<file path="src/rtl/aes_pkg.sv">
// Shared AES decrypt-side definitions: step count, FSM states, inverse S-box,
// GF(2^8) multipliers and byte/column index helpers.
package aes_pkg;

  localparam int NUM_STEPS = 10;

  typedef enum logic {
    IDLE = 1'b0,
    RUN  = 1'b1
  } state_t;

  localparam logic [7:0] INV_SBOX [256] = '{
    8'h52, 8'h09, 8'h6a, 8'hd5, 8'h30, 8'h36, 8'ha5, 8'h38, 8'hbf, 8'h40, 8'ha3, 8'h9e, 8'h81, 8'hf3, 8'hd7, 8'hfb,
    8'h7c, 8'he3, 8'h39, 8'h82, 8'h9b, 8'h2f, 8'hff, 8'h87, 8'h34, 8'h8e, 8'h43, 8'h44, 8'hc4, 8'hde, 8'he9, 8'hcb,
    8'h54, 8'h7b, 8'h94, 8'h32, 8'ha6, 8'hc2, 8'h23, 8'h3d, 8'hee, 8'h4c, 8'h95, 8'h0b, 8'h42, 8'hfa, 8'hc3, 8'h4e,
    8'h08, 8'h2e, 8'ha1, 8'h66, 8'h28, 8'hd9, 8'h24, 8'hb2, 8'h76, 8'h5b, 8'ha2, 8'h49, 8'h6d, 8'h8b, 8'hd1, 8'h25,
    8'h72, 8'hf8, 8'hf6, 8'h64, 8'h86, 8'h68, 8'h98, 8'h16, 8'hd4, 8'ha4, 8'h5c, 8'hcc, 8'h5d, 8'h65, 8'hb6, 8'h92,
    8'h6c, 8'h70, 8'h48, 8'h50, 8'hfd, 8'hed, 8'hb9, 8'hda, 8'h5e, 8'h15, 8'h46, 8'h57, 8'ha7, 8'h8d, 8'h9d, 8'h84,
    8'h90, 8'hd8, 8'hab, 8'h00, 8'h8c, 8'hbc, 8'hd3, 8'h0a, 8'hf7, 8'he4, 8'h58, 8'h05, 8'hb8, 8'hb3, 8'h45, 8'h06,
    8'hd0, 8'h2c, 8'h1e, 8'h8f, 8'hca, 8'h3f, 8'h0f, 8'h02, 8'hc1, 8'haf, 8'hbd, 8'h03, 8'h01, 8'h13, 8'h8a, 8'h6b,
    8'h3a, 8'h91, 8'h11, 8'h41, 8'h4f, 8'h67, 8'hdc, 8'hea, 8'h97, 8'hf2, 8'hcf, 8'hce, 8'hf0, 8'hb4, 8'he6, 8'h73,
    8'h96, 8'hac, 8'h74, 8'h22, 8'he7, 8'had, 8'h35, 8'h85, 8'he2, 8'hf9, 8'h37, 8'he8, 8'h1c, 8'h75, 8'hdf, 8'h6e,
    8'h47, 8'hf1, 8'h1a, 8'h71, 8'h1d, 8'h29, 8'hc5, 8'h89, 8'h6f, 8'hb7, 8'h62, 8'h0e, 8'haa, 8'h18, 8'hbe, 8'h1b,
    8'hfc, 8'h56, 8'h3e, 8'h4b, 8'hc6, 8'hd2, 8'h79, 8'h20, 8'h9a, 8'hdb, 8'hc0, 8'hfe, 8'h78, 8'hcd, 8'h5a, 8'hf4,
    8'h1f, 8'hdd, 8'ha8, 8'h33, 8'h88, 8'h07, 8'hc7, 8'h31, 8'hb1, 8'h12, 8'h10, 8'h59, 8'h27, 8'h80, 8'hec, 8'h5f,
    8'h60, 8'h51, 8'h7f, 8'ha9, 8'h19, 8'hb5, 8'h4a, 8'h0d, 8'h2d, 8'he5, 8'h7a, 8'h9f, 8'h93, 8'hc9, 8'h9c, 8'hef,
    8'ha0, 8'he0, 8'h3b, 8'h4d, 8'hae, 8'h2a, 8'hf5, 8'hb0, 8'hc8, 8'heb, 8'hbb, 8'h3c, 8'h83, 8'h53, 8'h99, 8'h61,
    8'h17, 8'h2b, 8'h04, 8'h7e, 8'hba, 8'h77, 8'hd6, 8'h26, 8'he1, 8'h69, 8'h14, 8'h63, 8'h55, 8'h21, 8'h0c, 8'h7d
  };

  function automatic logic [7:0] inv_sbox(input logic [7:0] b);
    return INV_SBOX[b];
  endfunction

  function automatic logic [7:0] xtime(input logic [7:0] b);
    return {b[6:0], 1'b0} ^ (b[7] ? 8'h1b : 8'h00);
  endfunction

  function automatic logic [7:0] gmul9(input logic [7:0] b);
    logic [7:0] x8;
    x8 = xtime(xtime(xtime(b)));
    return x8 ^ b;
  endfunction

  function automatic logic [7:0] gmul11(input logic [7:0] b);
    logic [7:0] x2, x8;
    x2 = xtime(b);
    x8 = xtime(xtime(x2));
    return x8 ^ x2 ^ b;
  endfunction

  function automatic logic [7:0] gmul13(input logic [7:0] b);
    logic [7:0] x4, x8;
    x4 = xtime(xtime(b));
    x8 = xtime(x4);
    return x8 ^ x4 ^ b;
  endfunction

  function automatic logic [7:0] gmul14(input logic [7:0] b);
    logic [7:0] x2, x4, x8;
    x2 = xtime(b);
    x4 = xtime(x2);
    x8 = xtime(x4);
    return x8 ^ x4 ^ x2;
  endfunction

  // Row r of column c lives at byte 4c+r of the 128-bit state.
  function automatic int byte_idx(input int col, input int row);
    return 4 * col + row;
  endfunction

  function automatic logic [31:0] inv_mix_column(input logic [31:0] col);
    logic [7:0] a0, a1, a2, a3;
    a0 = col[7:0];
    a1 = col[15:8];
    a2 = col[23:16];
    a3 = col[31:24];
    return {gmul11(a0) ^ gmul13(a1) ^ gmul9(a2)  ^ gmul14(a3),
            gmul13(a0) ^ gmul9(a1)  ^ gmul14(a2) ^ gmul11(a3),
            gmul9(a0)  ^ gmul14(a1) ^ gmul11(a2) ^ gmul13(a3),
            gmul14(a0) ^ gmul11(a1) ^ gmul13(a2) ^ gmul9(a3)};
  endfunction

endpackage

</file>
<file path="src/rtl/aes_dec_step.sv">
// One combinational AES inverse step:
// InvSubBytes(InvShiftRows(InvMixColumns(cxx ^ key))).
module aes_dec_step
  import aes_pkg::*;
(
  input  logic [127:0] cxx,
  input  logic [127:0] key,
  output logic [127:0] dec
);

  logic [127:0] ark;
  logic [127:0] imc;

  always_comb begin
    ark = cxx ^ key;
    imc = '0;
    for (int c = 0; c < 4; c++) begin
      imc[32*c +: 32] = inv_mix_column(ark[32*c +: 32]);
    end
  end

  // Row r is rotated right by r columns on its way into the S-box lookup.
  always_comb begin
    dec = '0;
    for (int c = 0; c < 4; c++) begin
      for (int r = 0; r < 4; r++) begin
        dec[8*byte_idx(c, r) +: 8] = inv_sbox(imc[8*byte_idx((c + 4 - r) % 4, r) +: 8]);
      end
    end
  end

endmodule

</file>
<file path="src/rtl/aes_dec_round.sv">
// Iterative AES inverse-round engine: ten inverse steps, one per clock,
// consuming round keys k9 down to k0.
module aes_dec_round
  import aes_pkg::*;
(
  input  logic         clk,
  input  logic         rst,
  input  logic         start,
  input  logic [127:0] xin,
  input  logic [127:0] k0,
  input  logic [127:0] k1,
  input  logic [127:0] k2,
  input  logic [127:0] k3,
  input  logic [127:0] k4,
  input  logic [127:0] k5,
  input  logic [127:0] k6,
  input  logic [127:0] k7,
  input  logic [127:0] k8,
  input  logic [127:0] k9,
  output logic         busy,
  output logic         done,
  output logic [127:0] xout
);

  state_t       state;
  state_t       state_next;
  logic [3:0]   cnt;
  logic [127:0] state_reg;
  logic [127:0] round_key;
  logic [127:0] step_out;
  logic         last;
  logic         load;
  logic         advance;
  logic         finish;

  // Out-of-range counts finish the run exactly like a count of zero.
  assign last = (cnt == 4'd0) || (cnt >= 4'(NUM_STEPS));

  always_comb begin
    case (cnt)
      4'd1:    round_key = k1;
      4'd2:    round_key = k2;
      4'd3:    round_key = k3;
      4'd4:    round_key = k4;
      4'd5:    round_key = k5;
      4'd6:    round_key = k6;
      4'd7:    round_key = k7;
      4'd8:    round_key = k8;
      4'd9:    round_key = k9;
      default: round_key = k0;
    endcase
  end

  aes_dec_step u_step (
    .cxx (state_reg),
    .key (round_key),
    .dec (step_out)
  );

  always_ff @(posedge clk or posedge rst) begin
    if (rst) state <= IDLE;
    else     state <= state_next;
  end

  always_comb begin
    state_next = state;
    case (state)
      IDLE:    if (start) state_next = RUN;
      RUN:     if (last)  state_next = IDLE;
      default: state_next = IDLE;
    endcase
  end

  always_comb begin
    busy    = 1'b0;
    load    = 1'b0;
    advance = 1'b0;
    finish  = 1'b0;
    case (state)
      IDLE: load = start;
      RUN: begin
        busy    = 1'b1;
        advance = 1'b1;
        finish  = last;
      end
      default: ;
    endcase
  end

  always_ff @(posedge clk or posedge rst) begin
    if (rst) begin
      state_reg <= '0;
      cnt       <= '0;
      xout      <= '0;
      done      <= 1'b0;
    end else begin
      done <= finish;
      if (load) begin
        state_reg <= xin;
        cnt       <= 4'(NUM_STEPS - 1);
      end else if (advance) begin
        state_reg <= step_out;
        cnt       <= last ? 4'd0 : cnt - 4'd1;
      end
      if (finish) xout <= step_out;
    end
  end

endmodule

</file>
<file path="config.mk">
export PLATFORM = sky130hd
export DESIGN_NAME = aes_dec_round
export DESIGN_NICKNAME = d
export VERILOG_FILES = /design/src/rtl/aes_pkg.sv /design/src/rtl/aes_dec_step.sv /design/src/rtl/aes_dec_round.sv
export SDC_FILE = /design/constraint.sdc
export NUM_CORES = 2
export LEC_CHECK = 0
export CORE_AREA = 3 3 608 610
export DETAILED_ROUTE_END_ITERATION = 7
export DIE_AREA = 0 0 611 613
export GPL_TIMING_DRIVEN = 1
export MAX_ROUTING_LAYER = met4
export PLACE_DENSITY = 0.48
export SLEW_MARGIN = 10
export SYNTH_ARGS = -nofsm -noshare
export SYNTH_HDL_FRONTEND = slang
export SYNTH_SLANG_ARGS = --single-unit
</file>
<file path="constraint.sdc">
create_clock -name clk -period 23.2 [get_ports clk]
set_input_delay 5.8 -clock clk [delete_from_list [all_inputs] [get_ports clk]]
set_output_delay 5.8 -clock clk [all_outputs]
set_load 0.01 [all_outputs]
</file>
==> results.yml <==
yosys:
  yosys.cell_types.count: 119
  synth_area_sq_um: 85700
  syn_nets: 13880
  ys_ff_latch: 262
  synth-seq-area-share_pct: 7.651
  synth_ff_type: "dfrtp_1"
  synth-edff-count: 0
  async_flop_share_pct: 100.0
  syn_avg_cell_area_sq_um: 7.048
  ys_warn_count: 0
  syn_inst: 12160
floorplanning:
  die_height_um: 613
  io_pins: 1541
  core_area_sq_um: 365000
  start_util_pct: 23.48
  rows: 222
  die_w_um: 611
  die_area_sq_um: 374500
timing:
  finalSetupViolCount: 0
  rsz0062_at_grt: "false"
  slew_violations: 0
  fin_skew_ps: 82.39
  finalSetupTns_ps: 0
  finalCritPeriodShare_pct: 57.87
  relSlewSlack_pct: 4.806
  fmax_mhz: 74.49
  fin_crit_ps: 13420
  final_hold_viol_count: 0
  worstMarginPinSlew_ps: 1428
clocking:
  cts_max_level: 2
  cts_tree: "done"
  cts_max_path_buffers: 3
  clockRootBuffer: "clkbuf_16"
  ctsHoldBuffers: 0
  clk_pin_slew_worst_paths_ps: 60
  clk_latency_ps: 760
  post_cts_buffers: 0
  cts_inserted_buffers: 46
  cts_resized: 0
  cts.sinks: 262
layout:
  drive_gt1_share_pct: 8.254
  largest_reg_flops: 129
  nNetsFinal: 14670
  most-common-layout-cells: "1539 x clkdlybuf4s50_1, 1375 x nand2_1, 1082 x nor2_1"
  final_common_cell: "clkdlybuf4s50_1"
  syn2layout_area_growth_pct: 26.98
route:
  antenna_left: 0
  first_iter_violations: 21370
  routed_via_density: 6.558
  wl_um: 839100
  via_count: 119300
  detail_route.wl_per_cell_um: 46.13
  drt-pass1-iter-count: 8
  drc: 3
grt:
  antenna_found_initial: 336
  grt_pass1_wl_um: 1091000
  overflow: 0
  grt_pass1_vias: 108200
  grt_usage_pct: 43.85
  grt_max_degree: 97
critical_path:
  worstPathArrival_ps: 14010
  critPathLaunchType: "primary input"
  end_kind: "flip-flop"
  critPathKind: "in -> reg"
  cp_max_fo: 64
  required_ps: 23780
place:
  hpwlAfterDp_um: 657200
  portBuffers: 1540
  gp_congestion: 1.081
run_status:
  status: "complete, but fails checks"
  violations: "DRC"
job:
  drv_cap: 0
min_path:
  min_path_type: "reg -> reg"
## cell type report
type / count / area, sq um
Antenna cell: 386 / 965.9
Clock buffer: 53 / 1217
Clock inverter: 32 / 379.1
Fill cell: 40310 / 256200
Inverter: 141 / 549.3
Multi-Input combinational cell: 10450 / 73780
Sequential cell: 262 / 6568
Tap cell: 4816 / 6026
Timing Repair Buffer: 2053 / 19340
## worst max-delay path, cell delays in order
cell and delay [ps]:
clkdlybuf4s50_1 470, a22oi_1 1080, a311oi_1 250, a221oi_1 720, o31ai_1 310, xor3_1 520
xnor2_1 210, xor2_1 610, xor2_4 220, buf_4 600, inv_2 490, buf_4 420
ha_1 370, mux2_2 300, a2111oi_0 370, a311oi_1 110, a2111oi_0 550, a21oi_1 90
a22oi_1 320, a21oi_1 110
## worst paths after layout
| check | slack [ps] | cells past startpoint | end | startpoint |
|---|---|---|---|---|
| hold / removal | 480 | 2 | xout[95]$_DFFE_PP0P_ | xout[95]$_DFFE_PP0P_ |
| min in group asynchronous | 5560 | 2 | state_reg[69]$_DFFE_PP0P_ | rst |
| max in group asynchronous | 15420 | 4 | xout[79]$_DFFE_PP0P_ | rst |
| setup reg to reg | 12800 | 24 | xout[125]$_DFFE_PP0P_ | cnt[1]$_DFFE_PP0P_ |
| setup / recovery | 9780 | 20 | state_reg[93]$_DFFE_PP0P_ | k5[98] |
| hold reg to reg | 480 | 2 | xout[95]$_DFFE_PP0P_ | xout[95]$_DFFE_PP0P_ |
## cell families (layout without fill, tap and decap cells)
group	Yosys count	in the layout	share of synthesized area, %
muxes	260	260	3.472
xor gates and xnor gates	978	978	15.86
DFF	262	262	7.651
AOI/OAI and AO/OA	4911	4911	39.68
adders and majority gates	310	310	4.523
other	0	386	0
buffers and inverters	1451	2279	7.794
and+or+nand+nor	3987	3987	21.02
## routing by layer
layer | global-route usage (%) | vias up | part of all wire [%] | wire length, um
li1 | - | 48740 | - | -
met1 | 52.27 | 59110 | 38 | 318900
met2 | 59.99 | 9504 | 40 | 335800
met3 | 15.68 | 1924 | 12 | 104300
met4 | 32.63 | 0 | 9.5 | 80040
met5 | - | - | 0 | 0
## cell usage after synthesis, drive strengths merged (289+ instances only)
cell type  count  area share (%)
nand3        446             2.6
nand2       1378             6.0
ha           309             4.5
o21ai        902             5.3
a211oi       365             3.2
nor2        1095             4.8
nor3         403             2.4
clkbuf       632             2.8
a22oi        289             2.5
xnor2        478             5.8
buf          678             4.4
a21oi       1038             6.1
## through the flow
step / hold slack [ps] / cell area [sq um] / setup WS [ps] / utilization (%) / std cells
final: 480.2 / 108800 / 9775 / 29.81 / 18190
after detailed placement: 473.0 / 106200 / 9309 / 29.11 / 17720
after CTS: 486.3 / 107800 / 10100 / 29.55 / 17800
after global placement: 461.5 / 106200 / 8589 / 29.10 / 17720
after global routing: 500.1 / 108700 / 9574 / 29.79 / 18160
after floorplan: 514.1 / 85700 / 10190 / - / 12160
Power is not shown: default switching activity piles up to over one toggle a cycle in this logic, so the estimate is an artifact.
